[config.mk]
export PLATFORM = sky130hd
export DESIGN_NAME = sobel_stream
export DESIGN_NICKNAME = d
export VERILOG_FILES = /design/src/rtl/sobel_pkg.sv /design/src/rtl/sobel_kernel_3x3.sv /design/src/rtl/sobel_stream.sv
export SDC_FILE = /design/constraint.sdc
export NUM_CORES = 2
export LEC_CHECK = 0
export BUFFER_PORTS_ARGS = -buffer_cell sky130_fd_sc_hd__buf_2
export CAP_MARGIN = 20
export CORE_MARGIN = 2
export CORE_UTILIZATION = 54
export DETAILED_ROUTE_END_ITERATION = 10
export PLACE_DENSITY = 0.69
export SLEW_MARGIN = 15
export SYNTH_ARGS = -nofsm -noshare
export SYNTH_HDL_FRONTEND = slang
export SYNTH_SLANG_ARGS = --single-unit
[constraint.sdc]
create_clock -name clk -period 22.6 [get_ports clk]
set_clock_uncertainty 0.05 [all_clocks]
set_input_delay 1.13 -clock clk [delete_from_list [all_inputs] [get_ports clk]]
set_output_delay 1.13 -clock clk [all_outputs]
set_load 0.01 [all_outputs]
[src/rtl/sobel_pkg.sv]
// Shared Sobel types and constants: window layout, kernel coefficients, saturation.
package sobel_pkg;
  localparam int SOBEL_PIX_W = 8;
  localparam int MAG_W       = SOBEL_PIX_W + 4;

  // Coefficients indexed [row][col], row 0 = top, col 0 = left
  localparam int KX [3][3] = '{'{-1, 0, 1}, '{-2, 0, 2}, '{-1, 0, 1}};
  localparam int KY [3][3] = '{'{-1, -2, -1}, '{0, 0, 0}, '{1, 2, 1}};

  typedef logic [2:0][2:0][SOBEL_PIX_W-1:0] win_t;

  function automatic logic [SOBEL_PIX_W-1:0] sat_mag(input logic [MAG_W-1:0] m);
    return (m > MAG_W'((1 << SOBEL_PIX_W) - 1)) ? '1 : m[SOBEL_PIX_W-1:0];
  endfunction
endpackage

[src/rtl/sobel_kernel_3x3.sv]
// Combinational 3x3 Sobel: Gx/Gy, |Gx|+|Gy|, saturated to pixel width.
module sobel_kernel_3x3
  import sobel_pkg::*;
(
  input  win_t                   win,
  output logic [SOBEL_PIX_W-1:0] mag
);
  logic signed [MAG_W-1:0] gx, gy;
  logic        [MAG_W-1:0] ax, ay, sum;

  always_comb begin
    gx = '0;
    gy = '0;
    for (int r = 0; r < 3; r++) begin
      for (int c = 0; c < 3; c++) begin
        gx = gx + MAG_W'(KX[r][c]) * $signed(MAG_W'(win[r][c]));
        gy = gy + MAG_W'(KY[r][c]) * $signed(MAG_W'(win[r][c]));
      end
    end
    ax  = gx[MAG_W-1] ? MAG_W'(-gx) : MAG_W'(gx);
    ay  = gy[MAG_W-1] ? MAG_W'(-gy) : MAG_W'(gy);
    sum = ax + ay;
    mag = sat_mag(sum);
  end
endmodule

[src/rtl/sobel_stream.sv]
// Streaming 3x3 Sobel with internal line buffers; two-stage pipeline.
// Define SOBEL_THRESH_EN to add the thresh port and emit a binary edge map.
module sobel_stream
  import sobel_pkg::*;
#(
  parameter int PIX_W = SOBEL_PIX_W,
  parameter int IMG_W = 100,
  parameter int IMG_H = 100
) (
  input  logic             clk,
  input  logic             rst,
  input  logic             in_valid,
  output logic             in_ready,
  input  logic [PIX_W-1:0] in_pix,
  input  logic             in_sof,
  output logic             out_valid,
  input  logic             out_ready,
  output logic [PIX_W-1:0] out_pix,
  output logic             out_eol,
  output logic             out_eof
`ifdef SOBEL_THRESH_EN
  ,
  input  logic [PIX_W-1:0] thresh
`endif
);
  localparam int STAGES = 2;
  localparam int CW = $clog2(IMG_W);
  localparam int RW = $clog2(IMG_H);

  logic              stall, acc, win_done, s1_eol, s1_eof;
  logic [CW-1:0]     col, cur_col;
  logic [RW-1:0]     row, cur_row;
  logic [STAGES:1]   vld_pipe;
  logic [PIX_W-1:0]  lb0 [IMG_W];
  logic [PIX_W-1:0]  lb1 [IMG_W];
  logic [PIX_W-1:0]  lb0_rd, lb1_rd, mag, res;
  win_t              win;

  assign stall     = out_valid && !out_ready;
  assign in_ready  = !rst && !stall;
  assign acc       = in_valid && in_ready;
  // An SOF pixel is (0,0) regardless of where the counters had got to
  assign cur_col   = in_sof ? '0 : col;
  assign cur_row   = in_sof ? '0 : row;
  assign win_done  = acc && (cur_row >= RW'(2)) && (cur_col >= CW'(2));
  assign lb0_rd    = lb0[cur_col];
  assign lb1_rd    = lb1[cur_col];
  assign out_valid = vld_pipe[STAGES];

  // lb0 holds row-1, lb1 holds row-2; window column 2 is the newest
  always_ff @(posedge clk) begin
    if (acc) begin
      lb0[cur_col] <= in_pix;
      lb1[cur_col] <= lb0_rd;
      for (int r = 0; r < 3; r++) begin
        win[r][0] <= win[r][1];
        win[r][1] <= win[r][2];
      end
      win[0][2] <= lb1_rd;
      win[1][2] <= lb0_rd;
      win[2][2] <= in_pix;
    end
  end

  sobel_kernel_3x3 u_kernel (.win(win), .mag(mag));

`ifdef SOBEL_THRESH_EN
  assign res = (mag >= thresh) ? '1 : '0;
`else
  assign res = mag;
`endif

  always_ff @(posedge clk) begin
    if (rst) begin
      col      <= '0;
      row      <= '0;
      vld_pipe <= '0;
      s1_eol   <= 1'b0;
      s1_eof   <= 1'b0;
      out_pix  <= '0;
      out_eol  <= 1'b0;
      out_eof  <= 1'b0;
    end else begin
      if (acc) begin
        if (cur_col == CW'(IMG_W-1)) begin
          col <= '0;
          row <= (cur_row == RW'(IMG_H-1)) ? '0 : cur_row + RW'(1);
        end else begin
          col <= cur_col + CW'(1);
          row <= cur_row;
        end
      end
      if (!stall) begin
        vld_pipe <= {vld_pipe[STAGES-1:1], win_done};
        s1_eol   <= cur_col == CW'(IMG_W-1);
        s1_eof   <= (cur_col == CW'(IMG_W-1)) && (cur_row == RW'(IMG_H-1));
        if (vld_pipe[1]) begin
          out_pix <= res;
          out_eol <= s1_eol;
          out_eof <= s1_eof;
        end
      end
    end
  end
endmodule

==> impl_metrics.py <==
metrics = {
    "detailed_routing": {
        "wl_um": 199000,
        "vias": 40900,
        "wire_per_inst_um": 32.4,
        "first_pass_iters": 11,
        "drc": 0,
        "ant_nets": 0,
        "vias_per_cell": 6.67,
        "dr.first_iter.drc_count": 6796,
    },
    "sta": {
        "fin_crit_sh": 0.362,
        "fmax_mhz": 122,
        "setup_viol": 0,
        "slew_headroom": 0.148,
        "worstMarginPinSlew_ns": 1.28,
        "hold_violations": 0,
        "drv_slew": 0,
        "period_minus_slack_ns": 8.19,
        "rsz0062_at_grt": "false",
        "fin_setup_tns_ns": 0,
    },
    "die": {
        "top_level_ports": 25,
        "start_util": 0.543,
        "dieArea_um2": 129000,
        "core_um2": 125000,
        "fp.dieH_um": 359,
        "rows": 130,
        "die_width_um": 359,
    },
    "place": {
        "numPortBuffers": 24,
        "gp_congestion": 0.928,
        "dp_hpwl_um": 114000,
    },
    "yosys": {
        "ys_seq_elements": 1700,
        "synthAdderAreaFrac": 0.0280,
        "synth_warnings": 0,
        "synthSimpleGateAreaFrac": 0.0447,
        "synth-edff-count": 1672,
        "synth_xor_area_frac": 0.00934,
        "synth_compound_area_frac": 0.0890,
        "synthMuxAreaShare": 0.0634,
        "yosys_most_used_dff": "edfxtp_1",
        "synthesis.nets": 4320,
        "synth_area_um2": 68000,
        "postSynthAreaPerCell_um2": 16.2,
        "seq_area_frac_synth": 0.746,
        "synth_cell_types": 71,
        "ys_async_sr_fraction": 0,
        "syn_inst": 4189,
        "synth_top_family_by_area": "compound AO/OA/AOI/OAI gates",
    },
    "grt": {
        "grt_pass1_vias": 38900,
        "grt_max_degree": 102,
        "antenna_found_initial": 9,
        "grt_pass1_wl_um": 280000,
        "grt_overflow": 0,
        "grt_use_total": 0.304,
    },
    "critical_path": {
        "path_buf_inv": 3,
        "cpLargestDelayFamily": "adder cells",
        "arrival_ns": 8.76,
        "slowest_delay_ns": 0.76,
        "path_class": "flop to flop",
        "worstPathMaxFanout": 12,
        "crit_path_start_kind": "flop",
        "crit_path_end_kind": "flop",
        "r2r_slack_ns": 14.41,
        "cp_slowest_cell": "xnor2_1",
        "critPathRequiredTime_ns": 23.17,
    },
    "clocking": {
        "post_cts_buffers": 0,
        "ctsRootBufferMaster": "clkbuf_16",
        "cts_buffers": 168,
        "clock_path_buffers": 3,
        "numClockSinks": 1700,
        "clkTransAtPathRegs_ns": 0.06,
        "cts_htree_levels": 4,
        "postCtsHoldBufs": 0,
        "cts_tree": "done",
        "clk_latency_ns": 0.81,
        "cts.repair.resized": 0,
    },
    "power_and_ir_drop": {
        "finalPower_mw": 7.35,
        "p_leak_nw": 24.6,
        "power_density_nw_per_um2": 96.1,
        "peakVddDrop_uv": 142,
    },
    "final_layout": {
        "fin_nets": 4473,
        "drive_gt1_frac": 0.135,
        "syn2layout_area_growth_pct": 12.5,
    },
    "job": {
        "cap_violations": 0,
    },
    "min_path": {
        "min_path_type": "flop to flop",
    },
    "run_status": {
        "status": "finished, final reports clean",
    },
}
==> path summary, 6_finish.rpt <==
path,end,cells after the start,start
max,out_pix[3],28,win[0]
min,win[27],0,win[35]
max reg2reg,out_pix[3],28,win[0]
min reg2reg,win[27],0,win[35]
==> worst reg2reg max path: cells and delay by family, from the launching register on <==
kind                     cells  cell delay [ns]
adder cells (fa/ha/maj)      6             2.27
buffers and inverters        3             0.19
XOR/XNOR                     2             0.87
flip-flops                   1             0.44
AO/OA/AOI/OAI                8             2.21
AND/OR/NAND/NOR              9             2.01
==> per-stage QoR <==
stage / std cells / util / hold slack (ns) / setup WS (ns) / cell area, um^2
after floorplan: 4189 / - / 0.350 / 15.39 / 68000
after global placement: 5817 / 0.567 / 0.351 / 14.55 / 71100
after detailed placement: 5818 / 0.568 / 0.355 / 14.40 / 71100
after CTS: 6130 / 0.611 / 0.365 / 14.42 / 76500
after global routing: 6134 / 0.611 / 0.376 / 13.77 / 76500
final: 6136 / 0.611 / 0.367 / 14.41 / 76500
==> flip-flops by register name (all words and copies together), names as in the netlist <==
signal and cells:
col 7, lb0 800, lb1 800, out_eof 1
out_eol 1, out_pix 8, row 7, s1_eof 1
s1_eol 1, vld_pipe 2, win 72
==> layout by cell type, fill, tap and decap left out, types with 52 or more instances in the layout <==
cell type | Yosys | routed
ha_1 | 61 | 61
o22ai_1 | 122 | 122
fa_1 | 57 | 57
a22oi_1 | 97 | 97
buf_4 | 0 | 197
clkbuf_16 | 0 | 172
nand2_1 | 272 | 269
a222oi_1 | 59 | 59
a21oi_1 | 216 | 215
a221oi_1 | 61 | 61
a211oi_1 | 52 | 52
o21ai_0 | 138 | 138
mux2i_1 | 253 | 253
edfxtp_1 | 1672 | 1672
nor2_1 | 241 | 237
mux4_2 | 56 | 56
inv_1 | 105 | 102
==> kinds of logic after synthesis <==
family          count (synthesis)
compound gates                899
xor+xnor                       70
fa+ha+maj                     118
buf+inv                       349
flops                        1700
mux                           355
simple gates                  698
==> report_power, final <==
part | internal [mW] | total (mW) | switching, mW
sequential | 3.50 | 3.51 | 0.00866
clock | 1.55 | 2.73 | 1.18
combinational | 0.428 | 1.11 | 0.682
total | 5.48 | 7.35 | 1.87
==> area by class of cell <==
type                            instances  area, um^2
Sequential cell                      1700       50800
Fill cell                            9057       48700
Multi-Input combinational cell       2140       16100
Clock buffer                          215        4500
Tap cell                             1650        2060
Timing Repair Buffer                  225        1760
Clock inverter                         97         885
Inverter                              107         410
Antenna cell                            2        5.00
==> routing by layer <==
metal	global-route usage	vias up	share of wire
met3	0.0890	575	0.14
met5	0	-	0.00032
met1	0.410	20600	0.36
li1	-	16900	-
met4	0.146	10	0.056
met2	0.457	2914	0.45
==> cells in the mapped netlist (10+ instances only) <==
| master | n | area share |
|---|---|---|
| nand3_1 | 40 | 0.0029 |
| dfxtp_1 | 28 | 0.0082 |
| a221o_1 | 14 | 0.0021 |
| a211oi_1 | 52 | 0.0057 |
| xnor2_1 | 41 | 0.0053 |
| a21oi_1 | 216 | 0.016 |
| and3_1 | 14 | 0.0013 |
| a222oi_1 | 59 | 0.0087 |
| mux2_2 | 46 | 0.0076 |
| o22ai_1 | 122 | 0.011 |
| a22oi_1 | 97 | 0.011 |
| xor2_1 | 27 | 0.0035 |
| a21o_1 | 11 | 0.0012 |
| nand4_1 | 10 | 0.00092 |
| o21ai_0 | 138 | 0.010 |
| edfxtp_1 | 1672 | 0.74 |
| mux4_2 | 56 | 0.019 |
| a311oi_1 | 14 | 0.0018 |
| nor2b_1 | 21 | 0.0019 |
| nor2_1 | 241 | 0.013 |
| nand2b_1 | 10 | 0.00092 |
| mux2i_1 | 253 | 0.037 |
| nor3_1 | 37 | 0.0027 |
| clkbuf_1 | 181 | 0.010 |
| ha_1 | 61 | 0.011 |
| inv_1 | 105 | 0.0058 |
| nand2_1 | 272 | 0.015 |
| nor4_1 | 14 | 0.0013 |
| a22o_1 | 25 | 0.0032 |
| a31oi_1 | 30 | 0.0028 |
| buf_2 | 11 | 0.00081 |
| o221ai_1 | 11 | 0.0014 |
| a221oi_1 | 61 | 0.0079 |
| buf_1 | 50 | 0.0028 |
| fa_1 | 57 | 0.017 |
(Power assumes the default switching activity.)
